[src/rtl/fpu_io_pkg.sv]
// Shared word/half-word widths, serializer state type and XOR fold helper
// for the FPU board readback path.
package fpu_io_pkg;

  localparam int HALF_W = 16;
  localparam int WORD_W = 32;

  // CHK is only reachable when FPU_RESULT_CHECKSUM_EN is defined.
  typedef enum logic [1:0] {
    IDLE = 2'd0,
    HI   = 2'd1,
    LO   = 2'd2,
    CHK  = 2'd3
  } ser_state_t;

  function automatic logic [HALF_W-1:0] fold16(input logic [WORD_W-1:0] word);
    return word[WORD_W-1:HALF_W] ^ word[HALF_W-1:0];
  endfunction

endpackage

[src/rtl/fpu_result_fifo.sv]
// Synchronous WORD_W x DEPTH FIFO with a combinational head read, so the
// serializer sees the oldest word in the cycle after it is written.
module fpu_result_fifo
  import fpu_io_pkg::*;
#(
  parameter int DEPTH = 4
) (
  input  logic                      clk,
  input  logic                      rst,
  input  logic                      push,
  input  logic [WORD_W-1:0]         push_data,
  input  logic                      pop,
  output logic [WORD_W-1:0]         head,
  output logic                      full,
  output logic                      empty,
  output logic [$clog2(DEPTH):0]    count
);

  localparam int AW = $clog2(DEPTH);

  logic [WORD_W-1:0] mem_q [DEPTH];
  logic [AW-1:0]     wr_ptr_q, wr_ptr_d;
  logic [AW-1:0]     rd_ptr_q, rd_ptr_d;
  logic [AW:0]       count_q, count_d;

  always_comb begin
    wr_ptr_d = wr_ptr_q;
    rd_ptr_d = rd_ptr_q;
    count_d  = count_q;
    if (push) begin
      wr_ptr_d = wr_ptr_q + AW'(1);
    end
    if (pop) begin
      rd_ptr_d = rd_ptr_q + AW'(1);
    end
    case ({push, pop})
      2'b10:   count_d = count_q + (AW+1)'(1);
      2'b01:   count_d = count_q - (AW+1)'(1);
      default: count_d = count_q;
    endcase
  end

  always_ff @(posedge clk) begin
    if (rst) begin
      wr_ptr_q <= '0;
      rd_ptr_q <= '0;
      count_q  <= '0;
    end else begin
      wr_ptr_q <= wr_ptr_d;
      rd_ptr_q <= rd_ptr_d;
      count_q  <= count_d;
    end
  end

  // Storage carries no reset; stale contents are unreachable once pointers clear.
  always_ff @(posedge clk) begin
    if (push) begin
      mem_q[wr_ptr_q] <= push_data;
    end
  end

  assign head  = mem_q[rd_ptr_q];
  assign full  = (count_q == (AW+1)'(DEPTH));
  assign empty = (count_q == '0);
  assign count = count_q;

endmodule

[src/rtl/fpu_result_serializer.sv]
// Buffers 32-bit FPU results and emits them as 16-bit half-words, high first.
// Define FPU_RESULT_CHECKSUM_EN to append an XOR-fold checksum beat per word.
module fpu_result_serializer
  import fpu_io_pkg::*;
#(
  parameter int DEPTH = 4,
  parameter int CNT_W = 8
) (
  input  logic              clk,
  input  logic              rst,
  input  logic [31:0]       in_data,
  input  logic              in_valid,
  output logic [15:0]       out_half,
  output logic              out_valid,
  input  logic              out_ready,
  output logic              out_last,
  output logic [CNT_W-1:0]  overflow_cnt,
  output logic              busy
);

  localparam int AW = $clog2(DEPTH);

  ser_state_t        state_q, state_d;
  logic [CNT_W-1:0]  ovf_q, ovf_d;
  logic [WORD_W-1:0] head;
  logic              full, empty;
  logic [AW:0]       count;
  logic              pop;
  logic              push_acc;
  logic              more_words;

  // The final beat's handshake frees a slot that a same-edge push may reuse.
`ifdef FPU_RESULT_CHECKSUM_EN
  assign pop = (state_q == CHK) && out_ready;
`else
  assign pop = (state_q == LO) && out_ready;
`endif
  assign push_acc   = in_valid && (!full || pop);
  assign more_words = (count > (AW+1)'(1)) || push_acc;

  fpu_result_fifo #(
    .DEPTH (DEPTH)
  ) u_fifo (
    .clk       (clk),
    .rst       (rst),
    .push      (push_acc),
    .push_data (in_data),
    .pop       (pop),
    .head      (head),
    .full      (full),
    .empty     (empty),
    .count     (count)
  );

  always_comb begin
    state_d   = state_q;
    out_valid = 1'b0;
    out_last  = 1'b0;
    out_half  = '0;
    case (state_q)
      IDLE: begin
        if (!empty || push_acc) state_d = HI;
      end
      HI: begin
        out_valid = 1'b1;
        out_half  = head[WORD_W-1:HALF_W];
        if (out_ready) state_d = LO;
      end
      LO: begin
        out_valid = 1'b1;
        out_half  = head[HALF_W-1:0];
`ifdef FPU_RESULT_CHECKSUM_EN
        if (out_ready) state_d = CHK;
`else
        out_last  = 1'b1;
        if (out_ready) state_d = more_words ? HI : IDLE;
`endif
      end
      CHK: begin
`ifdef FPU_RESULT_CHECKSUM_EN
        out_valid = 1'b1;
        out_last  = 1'b1;
        out_half  = fold16(head);
        if (out_ready) state_d = more_words ? HI : IDLE;
`else
        state_d   = IDLE;
`endif
      end
    endcase
  end

  always_comb begin
    ovf_d = ovf_q;
    if (in_valid && !push_acc && (ovf_q != '1)) begin
      ovf_d = ovf_q + CNT_W'(1);
    end
  end

  always_ff @(posedge clk) begin
    if (rst) begin
      state_q <= IDLE;
      ovf_q   <= '0;
    end else begin
      state_q <= state_d;
      ovf_q   <= ovf_d;
    end
  end

  assign overflow_cnt = ovf_q;
  assign busy         = !empty || (state_q != IDLE);

endmodule

[config.mk]
export PLATFORM = sky130hd
export DESIGN_NAME = fpu_result_serializer
export DESIGN_NICKNAME = d
export VERILOG_FILES = /design/src/rtl/fpu_io_pkg.sv /design/src/rtl/fpu_result_fifo.sv /design/src/rtl/fpu_result_serializer.sv
export SDC_FILE = /design/constraint.sdc
export NUM_CORES = 1
export LEC_CHECK = 0
export ABC_AREA = 0
export BUFFER_PORTS_ARGS = -buffer_cell sky130_fd_sc_hd__buf_2
export CORE_ASPECT_RATIO = 1.25
export CORE_MARGIN = 4
export CORE_UTILIZATION = 50
export DETAILED_ROUTE_END_ITERATION = 16
export PLACE_DENSITY = 0.72
export SLEW_MARGIN = 20
export SYNTH_ARGS = -nofsm -noshare
export SYNTH_HDL_FRONTEND = slang
export SYNTH_HIERARCHICAL = 1
export SYNTH_SLANG_ARGS = --single-unit
[constraint.sdc]
create_clock -name clk -period 2.3 [get_ports clk]
set_input_delay 0.115 -clock clk [delete_from_list [all_inputs] [get_ports clk]]
set_output_delay 0.115 -clock clk [all_outputs]
set_load 0.005 [all_outputs]
==> flow_metrics.py <==
metrics = {
    "routing": {
        "firstDrtPassIters": 4,
        "vias": 3361,
        "drc_errors": 0,
        "wire_per_inst_um": 19.4,
        "postRouteAntennaNets": 0,
        "vias_per_cell": 5.41,
        "drt_wl_total_um": 12000,
        "drtIter0Drc": 175,
    },
    "worst_setup_path": {
        "arrival_ns": 2.65,
        "cp.depth": 11,
        "cpMostUsedCell": "inv_2",
        "r2r_cells": 11,
        "start_kind": "flop",
        "critPathBufInv": 3,
        "path_max_fanout": 3,
        "path_class": "flop to flop",
        "required_ns": 2.64,
        "slowest_stage": "or3_4",
        "max_stage_delay_ns": 0.38,
        "crit_family": "simple AND/OR/NAND/NOR gates",
        "endpoint_kind": "flop",
        "crit_chain": "inv_2, and3_4, a21boi_4, and2b_2, inv_2, ha_4, inv_2, fa_2, xor2_1, or3_4, a21oi_2",
    },
    "yosys": {
        "synth-edff-count": 128,
        "synth_top_area_share_pct": 64.8,
        "synthArstFlopShare_pct": 0,
        "ys_warn_count": 6,
        "syn_nets": 369,
        "synth_cells": 321,
        "syn_area_per_cell_um2": 18.5,
        "synth_commonest_cells": "edfxtp_1, mux4_2, dfxtp_1",
        "synth_seq_area_share_pct": 71.2,
        "synth_area_um2": 5940,
        "netlist_top_cells_area": "edfxtp_1, mux4_2, dfxtp_1",
        "synth.distinct_cells": 38,
        "synth-seq-cells": 147,
        "synth_largest_area_cell": "edfxtp_1",
        "yosysMostFrequentCell": "edfxtp_1",
        "synth_top_flop_cell": "edfxtp_1",
    },
    "sta": {
        "fmax_mhz": 434,
        "slew_viol_final": 0,
        "worst_slack_ns": -0.00466,
        "slew_headroom_pct": 68.7,
        "period_needed_ns": 2.30,
        "clock-skew-final_ns": 0.00850,
        "rsz0062_at_grt": "yes",
        "worst_hold_slack_ns": 0.0919,
        "worst_slew_pin_slew_ns": 0.469,
        "period_share_pct": 100,
        "finalSetupViolCount": 1,
        "setup_tns_ns": -0.00466,
        "hold_violations": 0,
    },
    "final_layout": {
        "drive_gt1_share_pct": 36.5,
        "fin_nets": 496,
        "area_growth_pct": 27.1,
        "fillers": 790,
        "stdcell_count": 621,
        "antenna_cells": 0,
        "fin_util_pct": 64.9,
    },
    "place": {
        "io_buffers": 62,
        "placed_cells": 545,
        "dpl.hpwl_um": 7000,
        "gp_congestion": 0.771,
    },
    "global_routing": {
        "grt-ovfl-total": 0,
        "grt_pass1_vias": 3688,
        "grt_use_total_pct": 19.3,
        "grt_max_degree": 33,
        "grt_pass1_wl_um": 19500,
        "antenna_found_initial": 0,
    },
    "clock_network": {
        "clockBufferDepth": 2,
        "clk_pin_slew_ns": 0.05,
        "clk_latency_ns": 0.42,
        "h-tree-depth": 4,
        "root_buffer": "clkbuf_16",
        "cts.sinks": 147,
        "cts_buffers": 17,
        "cts_tree": "done",
    },
    "floorplanning": {
        "rows": 44,
        "die_y_um": 130,
        "ios": 63,
        "start_util_pct": 51.1,
        "core_area_um2": 11600,
        "die-area_um2": 13700,
        "fp.dieW_um": 105,
    },
    "outcome": {
        "violations": "negative setup slack",
        "status": "finished, violations left",
    },
    "power_and_ir_drop": {
        "power_leakage_nw": 2.64,
        "p_per_area_nw_per_um2": 959,
        "vdd_drop_max_uv": 809,
    },
    "worst_hold_path": {
        "hold-path-cell-count": 3,
        "hp-class": "input port to flop",
    },
    "run": {
        "drv_cap": 0,
    },
}
[metal layers]
layer	wire length, µm	track usage (%)	share of wire [%]	vias to the layer above
met2	6610	34.4	55	80
met4	196	8.19	1.6	0
met1	4780	22.3	40	1730
li1	-	-	-	1530
met3	462	4.70	3.8	21
met5	0	0	0	-
[flip-flops by register name (all words and copies together), names as in the netlist, named ones only]
| signal | count |
|---|---|
| u_fifo/count | 3 |
| u_fifo/mem_q | 128 |
| u_fifo/rd_ptr_q | 2 |
| overflow_cnt | 8 |
| state_q | 2 |
| u_fifo/wr_ptr_q | 2 |
[worst reg2reg max path, cell delays in order (launching register included)]
cell and delay, ns:
dfxtp_2 0.32, inv_2 0.06, and3_4 0.19, a21boi_4 0.17
and2b_2 0.24, inv_2 0.06, ha_4 0.13, inv_2 0.04
fa_2 0.35, xor2_1 0.18, or3_4 0.38, a21oi_2 0.11
[repair_timing]
| action | in CTS | in global routing |
|---|---|---|
| hold endpoints to repair | 128 | 0 |
| setup endpoints to repair | 1 | 8 |
| hold buffers | 32 | 0 |
| resized for setup | 12 | 6 |
| gates cloned | 0 | 0 |
| buffers inserted | 13 | 0 |
| pin swaps | 4 | 0 |
[placed cells by master, fill, tap and decap left out, types with 3 or more instances in the layout]
cell | synthesis | final
clkinv_2 | 0 | 3
edfxtp_1 | 128 | 128
a22oi_1 | 16 | 16
and2_1 | 5 | 4
nand3_1 | 4 | 4
dlygate4sd3_1 | 0 | 32
buf_4 | 0 | 24
dfxtp_1 | 19 | 14
dfxtp_2 | 0 | 5
bufinv_16 | 0 | 3
mux4_2 | 30 | 30
nor2b_1 | 16 | 16
a21oi_1 | 11 | 10
buf_12 | 3 | 3
nor2_1 | 13 | 13
xor2_1 | 4 | 4
clkbuf_1 | 4 | 3
inv_1 | 10 | 5
inv_2 | 0 | 5
ha_1 | 11 | 9
buf_2 | 5 | 62
nand2_1 | 3 | 3
clkbuf_16 | 0 | 17
o21ai_0 | 5 | 5
or3_1 | 4 | 3
[through the flow]
step	power, W	worst slack, ns	area, µm²
after floorplan	0.00401	0.0139	5950
after global placement	0.00443	0.0294	6490
after detailed placement	0.00447	-0.111	6490
after CTS	0.00728	0.0206	7510
after global routing	0.00756	-0.0938	7540
final	0.00723	-0.00466	7540
[path summary, 6_finish.rpt]
kind	slack [ns]	endpoint	start
worst max-delay path	-0.005	u_fifo/count[2]$_SDFFE_PP0P_	u_fifo/count[0]$_SDFFE_PP0P_
worst min register to register	0.50	overflow_cnt[6]$_SDFFE_PP0P_	overflow_cnt[6]$_SDFFE_PP0P_
worst max register to register	-0.005	u_fifo/count[2]$_SDFFE_PP0P_	u_fifo/count[0]$_SDFFE_PP0P_
worst min-delay path	0.09	overflow_cnt[6]$_SDFFE_PP0P_	in_valid
[power breakdown]
| group | leakage, nW | internal (W) | switching (W) |
|---|---|---|---|
| Clock | 0.275 | 0.00169 | 0.000990 |
| Combinational | 1.04 | 0.000653 | 0.000741 |
| Sequential | 1.33 | 0.00310 | 0.0000627 |
| Total | 2.64 | 0.00544 | 0.00179 |
[final cells by class]
class | instances | area, µm² | area share [%]
clock buffer | 20 | 437 | 5.79
clock inverter | 11 | 136 | 1.81
inverter | 10 | 37.5 | 0.498
multi-input combinational | 149 | 1610 | 21.3
sequential | 147 | 4230 | 56.1
tap | 161 | 201 | 2.67
timing repair buffer | 123 | 893 | 11.8
[cells by family after synthesis]
logic type	count (synthesis)	synth area share, %
DFF	147	71.2
and+or+nand+nor	57	5.38
AOI/OAI and AO/OA	40	4.55
muxes	34	12.6
buffers and inverters	25	2.76
adders and majority gates	12	2.66
xor gates and xnor gates	6	0.885
No activity file was read; power rests on OpenSTA's default activity.
